`src/rtl/timer_arbiter.sv`:
```
// Shared timeout counter: arbitrates N_REQ requesters onto one up-counter and pulses done per owner.
// Define TIMER_ARBITER_FIXED_PRIO_EN for fixed lowest-index priority instead of round-robin.
module timer_arbiter #(
    parameter int N_REQ        = 4,
    parameter int COUNTER_BITS = 32
) (
    input  logic                          i_CLK,
    input  logic                          i_RST_N,
    input  logic [N_REQ-1:0]              i_REQ,
    input  logic [N_REQ*COUNTER_BITS-1:0] i_LIM,
    output logic [N_REQ-1:0]              o_GNT,
    output logic [N_REQ-1:0]              o_DONE,
    output logic                          o_BUSY,
    output logic [COUNTER_BITS-1:0]       o_COUNT
);

    localparam int IDX_W = $clog2(N_REQ);

    typedef enum logic [1:0] {S_IDLE, S_RUN, S_DONE} state_t;

    state_t                  state;
    logic [IDX_W-1:0]        own;
    logic [COUNTER_BITS-1:0] lim;
    logic [COUNTER_BITS-1:0] win_lim;
    logic [COUNTER_BITS-1:0] count_nxt;
    logic [IDX_W-1:0]        win_idx;
    logic                    win_vld;

`ifdef TIMER_ARBITER_FIXED_PRIO_EN
    always_comb begin
        win_idx = '0;
        win_vld = 1'b0;
        for (int i = N_REQ - 1; i >= 0; i--) begin
            if (i_REQ[IDX_W'(i)]) begin
                win_idx = IDX_W'(i);
                win_vld = 1'b1;
            end
        end
    end
`else
    logic [IDX_W-1:0] ptr;

    // Scan farthest-first so the nearest requester after ptr is the last assignment.
    always_comb begin
        win_idx = '0;
        win_vld = 1'b0;
        for (int i = N_REQ; i >= 1; i--) begin
            int j;
            j = int'(ptr) + i;
            if (j >= N_REQ) j = j - N_REQ;
            if (i_REQ[IDX_W'(j)]) begin
                win_idx = IDX_W'(j);
                win_vld = 1'b1;
            end
        end
    end

    // Pointer parks on the last owner whether it finished or aborted.
    always_ff @(posedge i_CLK) begin
        if (!i_RST_N)
            ptr <= IDX_W'(N_REQ - 1);
        else if ((state == S_RUN && !i_REQ[own]) || state == S_DONE)
            ptr <= own;
    end
`endif

    assign win_lim   = i_LIM[int'(win_idx)*COUNTER_BITS +: COUNTER_BITS];
    assign count_nxt = o_COUNT + COUNTER_BITS'(1);

    always_ff @(posedge i_CLK) begin
        if (!i_RST_N) begin
            state   <= S_IDLE;
            own     <= '0;
            lim     <= '0;
            o_GNT   <= '0;
            o_DONE  <= '0;
            o_BUSY  <= 1'b0;
            o_COUNT <= '0;
        end else begin
            o_DONE <= '0;
            case (state)
                S_IDLE: begin
                    o_COUNT <= '0;
                    if (win_vld) begin
                        state  <= S_RUN;
                        own    <= win_idx;
                        lim    <= (win_lim == '0) ? COUNTER_BITS'(1) : win_lim;
                        o_GNT  <= N_REQ'(1) << win_idx;
                        o_BUSY <= 1'b1;
                    end
                end
                S_RUN: begin
                    // Withdrawal beats reaching the limit in the same cycle.
                    if (!i_REQ[own]) begin
                        state   <= S_IDLE;
                        o_GNT   <= '0;
                        o_BUSY  <= 1'b0;
                        o_COUNT <= '0;
                    end else if (count_nxt == lim) begin
                        state   <= S_DONE;
                        o_GNT   <= '0;
                        o_DONE  <= N_REQ'(1) << own;
                        o_COUNT <= count_nxt;
                    end else begin
                        o_COUNT <= count_nxt;
                    end
                end
                S_DONE: begin
                    state   <= S_IDLE;
                    o_BUSY  <= 1'b0;
                    o_COUNT <= '0;
                end
                default: begin
                    state   <= S_IDLE;
                    o_GNT   <= '0;
                    o_BUSY  <= 1'b0;
                    o_COUNT <= '0;
                end
            endcase
        end
    end

endmodule

```
`config.mk`:
```
export PLATFORM = sky130hd
export DESIGN_NAME = timer_arbiter
export DESIGN_NICKNAME = d
export VERILOG_FILES = /design/src/rtl/timer_arbiter.sv
export SDC_FILE = /design/constraint.sdc
export NUM_CORES = 1
export LEC_CHECK = 0
export ABC_AREA = 1
export CAP_MARGIN = 30
export CORE_AREA = 3 3 119 121
export DETAILED_ROUTE_END_ITERATION = 6
export DIE_AREA = 0 0 122 124
export PLACE_DENSITY_LB_ADDON = 0.2
export SETUP_SLACK_MARGIN = 0.1
export SYNTH_ARGS = -nofsm -noshare
export SYNTH_HDL_FRONTEND = slang
export SYNTH_SLANG_ARGS = --single-unit
```
`constraint.sdc`:
```
create_clock -name i_CLK -period 1.95 [get_ports i_CLK]
set_input_delay 0.39 -clock i_CLK [delete_from_list [all_inputs] [get_ports i_CLK]]
set_output_delay 0.39 -clock i_CLK [all_outputs]
set_load 0.02 [all_outputs]
```
==> flow_summary.ini, run 1 <==
[status]
outcome = finished with violations
failed_checks = negative setup slack

[route]
route.detailed.drc = 0
dr.pass1.iters = 7
vias = 8044
drt_iter0_drc = 810
ant_nets = 0
routed_via_density = 5.33
routedWlPerCell_um = 16.0
wirelength_mm = 24.1

[clock_tree]
clk_latency_ns = 0.34
holdBufCountCts = 0
clk_pin_slew_ns = 0.06
clock_sinks = 79
numCtsBuffers = 9
cts_max_level = 3
cts.path.max_buffers = 2
cts_tree = done
cts_root_buf = clkbuf_16

[pwr]
power_density_mw_per_mm2 = 1760
p_leak_uw = 0.00453
max-vdd-ir-drop_uv = 1500

[min_path]
hold_class = reg2reg
hold_path_startpoint = o_GNT[1]
whs_path_depth = 2
min_to = o_GNT[1]

[place]
portBuffers = 174
pre_cts_slack_ns = -0.690
gp_congestion = 0.988
dp_hpwl_mm = 17.2

[synth]
synth-seq-area-share = 0.279
synth_nets = 1139
syn_area_mm2 = 0.00567
ys_types = 30
ys_ff_latch = 79
avgSynthCellArea_um2 = 5.65
postSynthCellCount = 1004
ys_warn_count = 0

[timing]
min_period_over_period = 1.25
max_slew_margin = 0.722
fin_hold_ws_ns = 0.464
tightestPinTransition_ns = 0.413
fmax_mhz = 411
worst_slack_ns = -0.484
skew_ns = 0.00743
setup_viol = 52
maxSlewViolCount = 0
min_period_ns = 2.43
rsz0062_at_grt = true
final_hold_viol_count = 0

[global_route]
grt_util_all_layers = 0.309
grt_pass1_vias = 7651
grt-ovfl-total = 0
antenna_found_initial = 0
grt_max_degree = 36
grt_pass1_wl_mm = 36.9

[run]
drv_cap = 0

[final_layout]
fill_cells = 935
finalCoreUtilization = 0.775
area_delta_synth_final_pct = 80.3
drive_above_1_share = 0.293
diodes = 0
final_nets = 1463

[critical_path]
worstReg2RegEnd = lim[0]
critPathMaxFanout = 9
r2r_start = ptr[0]
cp-start-kind = flip-flop
worst_ep_required_time_ns = 2.22
rr_worst_depth = 19
max_stage_delay_ns = 0.39
crit_arrival_ns = 2.71
crit_slowest_cell = dfxtp_4
regToRegSetupSlack_ns = -0.48
cp_common_cell = nand2_1
crit_chain = inv_6 > nand2_2 > nand2_4 > nand2_4 > nand2_1 > clkinv_1 > nand2_2 > a21oi_4 > buf_6 > buf_12 > nand3_1 > nand2_1 > nor2_1 > nand2_1 > nor2_1 > nand2_1 > nor2_1 > nand2_1 > a21oi_2
end_kind = flip-flop
crit_type = reg2reg

[die]
dieArea_mm2 = 0.0151
rows = 42
num_io_pins = 175
core-area_mm2 = 0.0132
die_h_um = 124
initial_core_util = 0.430
die_w_um = 122
layout make-up:
cell class	count	area [um^2]	share of cell area
clock buffer	9	225	0.0220
clock inverter	7	87.6	0.00857
inverter	61	241	0.0236
multi-input combinational	828	4380	0.428
sequential	79	1650	0.161
tap	176	220	0.0215
timing repair buffer	349	3420	0.335
Yosys cell counts, drive strengths merged:
cell type / instances / area share
nand2: 402 / 0.27
nor2: 160 / 0.11
nand3: 101 / 0.091
dfxtp: 79 / 0.28
inv: 59 / 0.039
a21oi: 47 / 0.043
o21ai: 43 / 0.038
nand3b: 26 / 0.034
nand4: 22 / 0.024
buf: 21 / 0.025
clkbuf: 15 / 0.0099
xnor2: 7 / 0.011
nor3: 5 / 0.0053
o21bai: 5 / 0.0066
xor2: 4 / 0.0062
clkinv: 2 / 0.0013
nor3b: 2 / 0.0026
or2: 2 / 0.0022
ha: 1 / 0.0022
nand2b: 1 / 0.0011
power breakdown:
group	switching, uW	internal [uW]	total, uW
combinational	7950	6000	14000
clock	713	1110	1820
sequential	326	1910	2240
total	8990	9020	18000
sequential cells by signal (all words and copies together) (netlist names):
signal	count
lim	32
state	2
o_COUNT	32
o_GNT	4
ptr	2
own	2
o_DONE	4
o_BUSY	1
cells by family after synthesis:
group	Yosys count	synth area share
compound gates	95	0.0880
xor+xnor	11	0.0170
fa+ha+maj	1	0.00221
buf+inv	97	0.0754
flops	79	0.279
simple gates	721	0.538
metal layers:
metal	GRT usage	vias to the layer above	routed length, um
li1	-	3886	-
met1	0.385	3623	9580
met2	0.516	442	11400
met3	0.0599	93	2020
met4	0.145	0	1150
met5	0	-	0
critical path: cells and delay by family, from the launching register on:
family,cells,cell delay (ns)
flip-flops,1,0.39
buffers and inverters,4,0.47
AO/OA/AOI/OAI,2,0.25
AND/OR/NAND/NOR,13,1.22
stage by stage:
| step | area (um^2) | cells | TNS (ns) | power [uW] |
|---|---|---|---|---|
| final | 10200 | 1509 | -9.27 | 18000 |
| after global routing | 10200 | 1509 | -19.72 | 19000 |
| after CTS | 9910 | 1501 | -3.32 | 16600 |
| after detailed placement | 8760 | 1465 | -27.87 | 11400 |
| after global placement | 8760 | 1465 | -26.91 | 11300 |
| after floorplan | 5830 | 1004 | -0.0131 | 8390 |
cells in the final DEF (no fill, tap or decap), types with 3 or more instances in the layout:
master             n
nand2_1          322
inv_1             51
buf_16             7
nor2_2            16
dfxtp_4           15
o21ai_2           21
dfxtp_2            8
buf_12            10
dlymetal6s2s_1     6
inv_2              6
o21ai_1            4
o21ai_4            8
clkbuf_16         10
buf_4            136
clkdlybuf4s50_1  160
xnor2_1            6
nand3_1           93
nor3_1             4
o21ai_0           10
nor2_4            18
a21oi_2           11
clkinv_1           3
o21bai_1           4
nand2_4           15
nand3b_1          26
dfxtp_1           56
nor2_1           126
nand2_2           64
buf_6             18
xor2_1             3
a21oi_1           35
nand3_2            7
nand4_1           22
dlygate4sd2_1      8
worst max path at each step:
stage	depth (start not counted)	endpoint	from
floorplan	21	lim[0]	ptr[0]
global placement	20	lim[0]	i_REQ[1]
detailed placement	20	lim[0]	i_REQ[1]
CTS	17	o_DONE[2]	o_COUNT[0]
global route	17	o_GNT[2]	o_COUNT[12]
finish	19	lim[0]	ptr[0]
what timing repair did:
item                                    4_1_cts  5_1_grt
pin swaps                                    53       39
resized for setup                           192       79
endpoints found under the setup margin       49       84
setup buffers                                13        7
cloned                                        7        2
No activity file was read; power rests on OpenSTA's default activity.
==> inputs of run 2 (changes only) <==
--- a/config.mk
+++ b/config.mk
@@ -10,7 +10,7 @@
 export CORE_AREA = 3 3 119 121
 export DETAILED_ROUTE_END_ITERATION = 6
 export DIE_AREA = 0 0 122 124
-export PLACE_DENSITY_LB_ADDON = 0.2
+export PLACE_DENSITY = 0.77
 export SETUP_SLACK_MARGIN = 0.1
 export SYNTH_ARGS = -nofsm -noshare
 export SYNTH_HDL_FRONTEND = slang
==> run 2 against run 1 <==
Net effect: the run still ends with negative setup slack left; non-clock buffer count up 1; largest power group unchanged; critical path type unchanged; clock skew is 0.00073 ns higher; sequential power up 2%; sequential share of layout area down 0.12 points; setup slack worse by 0.084 ns; wire length is 11% higher; total power up 2.1%; final cell count hardly changed; critical endpoint is now state[1].
==> flow_summary.ini, run 2 (synthesis results as in run 1) <==
[final_layout]
area_delta_synth_final_pct = 81.0
final_cell_area_mm2 = 0.0103
layoutNonFillerInstCount = 1510
layout_commonest_cell = nand2_1
diodes = 0
drive_above_1_share = 0.295
layout_common_cells = nand2_1 (328), clkdlybuf4s50_1 (158), buf_4 (142)
top_regs = lim (32), o_COUNT (32)
final_nets = 1464

[clock_tree]
cts_root_buf = clkbuf_16
cts.path.max_buffers = 2
cts_max_level = 3
numCtsBuffers = 9
clock_sinks = 79
cts_tree = done
holdBufCountCts = 0
clk_latency_ns = 0.35
clk_pin_slew_ns = 0.07

[timing]
rsz0062_at_grt = true
worst_slack_ns = -0.568
fmax_mhz = 397
min_period_ns = 2.52
max_slew_margin = 0.779
final_hold_viol_count = 0
setup_viol = 45
maxSlewViolCount = 0
min_period_over_period = 1.29
skew_ns = 0.00816
fin_hold_ws_ns = 0.461
tightestPinTransition_ns = 0.327

[pwr]
power_density_mw_per_mm2 = 1790
p_total_uw = 18400
p_leak_uw = 0.00463
max-vdd-ir-drop_uv = 1520

[critical_path]
regToRegSetupSlack_ns = -0.57
cp-start-kind = flip-flop
critPathMaxFanout = 6
startpoint = o_COUNT[2]
crit_arrival_ns = 2.78
r2r_start = o_COUNT[2]
worst_ep_required_time_ns = 2.22
crit_type = reg2reg
rr_worst_depth = 16
end_kind = flip-flop
worstReg2RegEnd = state[1]

[route]
drt_iter0_drc = 913
routed_via_density = 5.59
route.detailed.drc = 0
wirelength_mm = 26.7
vias = 8445
routedWlPerCell_um = 17.7
dr.pass1.iters = 5
ant_nets = 0

[place]
placed_cell_area_mm2 = 0.00887
pre_cts_slack_ns = -0.756
portBuffers = 174
dp_cells = 1463
dp_hpwl_mm = 17.2
gp_congestion = 0.948

[global_route]
grt_max_degree = 40
antenna_found_initial = 0
grt_pass1_wl_mm = 37.1
grt_util_all_layers = 0.313
grt_pass1_vias = 7748
grt-ovfl-total = 0

[die]
initial_core_util = 0.430
die_h_um = 124
rows = 42
dieArea_mm2 = 0.0151
die_w_um = 122
num_io_pins = 175
core-area_mm2 = 0.0132

[min_path]
whs_path_depth = 2
hold_path_startpoint = o_GNT[0]
min_to = o_GNT[0]
hold_class = reg2reg

[status]
failed_checks = negative setup slack
outcome = finished with violations

[run]
drv_cap = 0
## run 2: cell count changes in the layout (fill, tap and decap cells not counted), sizes merged
| cell | before | now |
|---|---|---|
| dlygate4sd2 | 8 | 6 |
| clkbuf | 10 | 16 |
| bufinv | 2 | 1 |
| clkinvlp | 2 | 0 |
| clkdlybuf4s50 | 160 | 158 |
| dlymetal6s2s | 6 | 9 |
| buf | 174 | 172 |
| inv | 59 | 60 |
## run 2: worst max-delay path by stage
stage	to	slack (ns)	cells past startpoint
CTS	o_DONE[1]	-0.27	17
global route	lim[0]	-0.65	20
global placement	lim[0]	-0.65	18
detailed placement	lim[0]	-0.76	20
floorplan	lim[0]	-0.01	21
finish	state[1]	-0.57	16
## run 2: area by class of cell
type,count,area [um^2]
clock buffer,11,243
clock inverter,5,57.6
fill,915,2930
inverter,61,245
multi-input combinational,828,4370
sequential,79,1640
tap,176,220
timing repair buffer,350,3490
## run 2: through the flow
step           setup TNS, ns  utilization
2_1_floorplan        -0.0131            -
4_1_cts                -2.81        0.749
3_5_place_dp          -29.75        0.672
5_1_grt               -15.67        0.778
6_report               -8.40        0.778
3_3_place_gp          -24.43        0.672
## run 2: metal layers
layer | up-vias | part of all wire | GRT usage
li1 | 3885 | - | -
met1 | 3822 | 0.37 | 0.393
met2 | 591 | 0.46 | 0.526
met3 | 147 | 0.11 | 0.0563
met4 | 0 | 0.055 | 0.138
met5 | - | 0 | 0
## run 2: critical path: stages (launching register included)
cell	delay (ns)
dfxtp_4	0.39
inv_1	0.08
nor2_4	0.16
nand2_4	0.13
buf_4	0.19
o21bai_1	0.24
nand3_1	0.11
nand2_1	0.11
nand2_1	0.10
nor2_1	0.17
nand2_1	0.10
nor2_2	0.12
nand3_2	0.11
nand2_4	0.11
buf_6	0.10
nand2_1	0.05
nor2_1	0.16
## run 2: repair_timing
| action | 4_1_cts | 5_1_grt |
|---|---|---|
| setup buffers | 16 | 6 |
| pin swaps | 45 | 70 |
| gates resized for setup | 158 | 97 |
| endpoints found under the setup margin | 80 | 85 |
| gates cloned | 6 | 3 |
| endpoints found under the hold margin | 0 | 0 |
## run 2: report_power, final
group	switching [uW]	total, uW	internal [uW]
Sequential	352	2280	1930
Clock	737	1770	1030
Combinational	8090	14300	6260
Total	9180	18400	9220
==> inputs of run 3 (changes only) <==
--- a/config.mk
+++ b/config.mk
@@ -10,6 +10,7 @@
 export CORE_AREA = 3 3 119 121
 export DETAILED_ROUTE_END_ITERATION = 6
 export DIE_AREA = 0 0 122 124
+export GPL_TIMING_DRIVEN = 0
 export PLACE_DENSITY = 0.77
 export SETUP_SLACK_MARGIN = 0.1
 export SYNTH_ARGS = -nofsm -noshare
==> run 3 against run 2 <==
Net effect: the run still ends with negative setup slack left; hold slack better by 0.0015 ns; clock-buffer cell count is 2 higher; fmax is 3.8% higher; sequential power is 2% lower; sequential share of layout area is 0.90 points higher; global-route usage is 0.34 points lower; largest cell class unchanged; largest power group unchanged; clock power is 11% higher; setup slack better by 0.092 ns; non-clock buffer count is 79 lower; total power is 1.7% higher; wire length is 7.9% lower; core utilization is 4.1 points lower.
==> flow_summary.ini, run 3 (synthesis results as in run 1) <==
[status]
outcome = finished with violations
failed_checks = negative setup slack

[final_layout]
multi_input_area_mm2 = 0.00450
layout_common_cells = nand2_1 (316), clkdlybuf4s50_1 (168), nor2_1 (106)
area_delta_synth_final_pct = 71.4
regArea_mm2 = 0.00164
drive_above_1_share = 0.275
layout_commonest_cell = nand2_1
finalCoreUtilization = 0.737
diodes = 0
fill_cells = 1031
final_nets = 1385
top_regs = lim (32), o_COUNT (32)

[route]
routed_via_density = 5.39
vias = 7708
route.detailed.drc = 0
drt_iter0_drc = 794
wirelength_mm = 24.6
ant_nets = 0
routedWlPerCell_um = 17.2
dr.pass1.iters = 7

[die]
dieArea_mm2 = 0.0151
core-area_mm2 = 0.0132
initial_core_util = 0.430
die_w_um = 122
rows = 42
die_h_um = 124
num_io_pins = 175

[timing]
skew_ns = 0.00921
fmax_mhz = 412
worst_slack_ns = -0.476
maxSlewViolCount = 0
setup_viol = 45
rsz0062_at_grt = true
max_slew_margin = 0.584
fin_hold_ws_ns = 0.463
fin_setup_tns_ns = -11.63
min_period_over_period = 1.24
min_period_ns = 2.43
tightestPinTransition_ns = 0.624
final_hold_viol_count = 0

[clock_tree]
cts_tree = done
cts.path.max_buffers = 2
clock_sinks = 79
cts_max_level = 3
cts_root_buf = clkbuf_16
clk_latency_ns = 0.35
clk_pin_slew_ns = 0.06
numCtsBuffers = 9

[place]
gp_congestion = 0.932
pre_cts_slack_ns = -1.11
portBuffers = 174
dp_hpwl_mm = 17.6

[pwr]
max-vdd-ir-drop_uv = 1780
clkPwrFrac = 0.105
p_leak_uw = 0.00406
power_density_mw_per_mm2 = 1920
p_sw_frac = 0.499
pwr-share-seq = 0.120
switchingPower_uw = 9340
p_int_uw = 9380
p_comb_frac = 0.775

[global_route]
grt_pass1_vias = 7274
grt_pass1_wl_mm = 36.2
grt-ovfl-total = 0
grt_util_all_layers = 0.309
grt_max_degree = 14
antenna_found_initial = 0

[min_path]
hold_class = reg2reg

[critical_path]
crit_chain = inv_2 > nand2_1 > nand2_4 > nand2_4 > nand2_4 > nor2_4 > nand2_2 > nand2_4 > nor2_4 > buf_6 > buf_8 > nand2_2 > nand2_2 > nor2_4 > nand2_1 > nor2_1 > nand2_1 > nor2_1 > nand2_1 > a21oi_1
crit_arrival_ns = 2.70
critPathMaxFanout = 5
crit_slowest_cell = dfxtp_4
worst_ep_required_time_ns = 2.22
crit_type = reg2reg
end_kind = flip-flop
max_stage_delay_ns = 0.39
cp-start-kind = flip-flop

[run]
drv_cap = 0
## run 3: changes by cell type in the layout (fill, tap and decap cells not counted), moves of 5 or more
cell,delta
nor2_1,-7
nand2_1,-12
clkdlybuf4s50_1,+10
a21oi_1,-6
nand2_2,+12
nor2_4,+5
a21oi_2,+6
buf_12,-16
clkbuf_1,+5
dlymetal6s2s_1,-7
buf_4,-96
buf_8,+6
buf_6,+18
## run 3: path summary, 6_finish.rpt
kind,from,slack [ns],to,cells after the start
max,ptr[1],-0.48,lim[0],20
min,o_GNT[1],0.46,o_GNT[1],2
max reg2reg,ptr[1],-0.48,lim[0],20
min reg2reg,o_GNT[1],0.46,o_GNT[1],2
## run 3: what timing repair did
action | 4_1_cts | 5_1_grt
setup endpoints to repair | 75 | 77
hold buffers | 0 | 0
pin swaps | 67 | 80
setup buffers | 37 | 20
gates resized for setup | 225 | 143
cloned | 6 | 2
## run 3: metal layers
metal	vias up	track usage	share of wire
met5	-	0	0
met4	0	0.160	0.046
met3	85	0.0631	0.089
met1	3457	0.366	0.39
li1	3713	-	-
met2	453	0.531	0.48
## run 3: power groups by stage
| stage | logic [uW] | registers (uW) | clock network [uW] |
|---|---|---|---|
| after detailed placement | 9000 | 2220 | 0 |
| after global placement | 8940 | 2210 | 0 |
| after CTS | 12600 | 2200 | 1980 |
| after floorplan | 6210 | 2180 | 0 |
| final | 14500 | 2240 | 1970 |
| after global routing | 15400 | 2270 | 2050 |
## run 3: final cells by class
| cell class | count | share of cell area |
|---|---|---|
| multi-input cells | 828 | 0.462 |
| repair buffers | 235 | 0.243 |
| flip-flops and latches | 79 | 0.169 |
| plain buffers | 36 | 0.0404 |
| clock buffers | 13 | 0.0291 |
| inverters | 61 | 0.0266 |
| well taps | 176 | 0.0227 |
| clock inverters | 3 | 0.00708 |
## run 3: stage by stage
stage	cells	power, uW	cell area (um^2)
after floorplan	1004	8390	5830
after global placement	1354	11200	7790
after detailed placement	1354	11200	7790
after CTS	1412	16800	9130
after global routing	1431	19700	9720
final	1431	18700	9720
## run 3: worst max-delay path: cells and delay by family, from the launching register on
kind | cells | cell delay [ns]
AOI/OAI and AO/OA | 1 | 0.15
buffers and inverters | 3 | 0.33
DFF | 1 | 0.39
and+or+nand+nor | 16 | 1.47
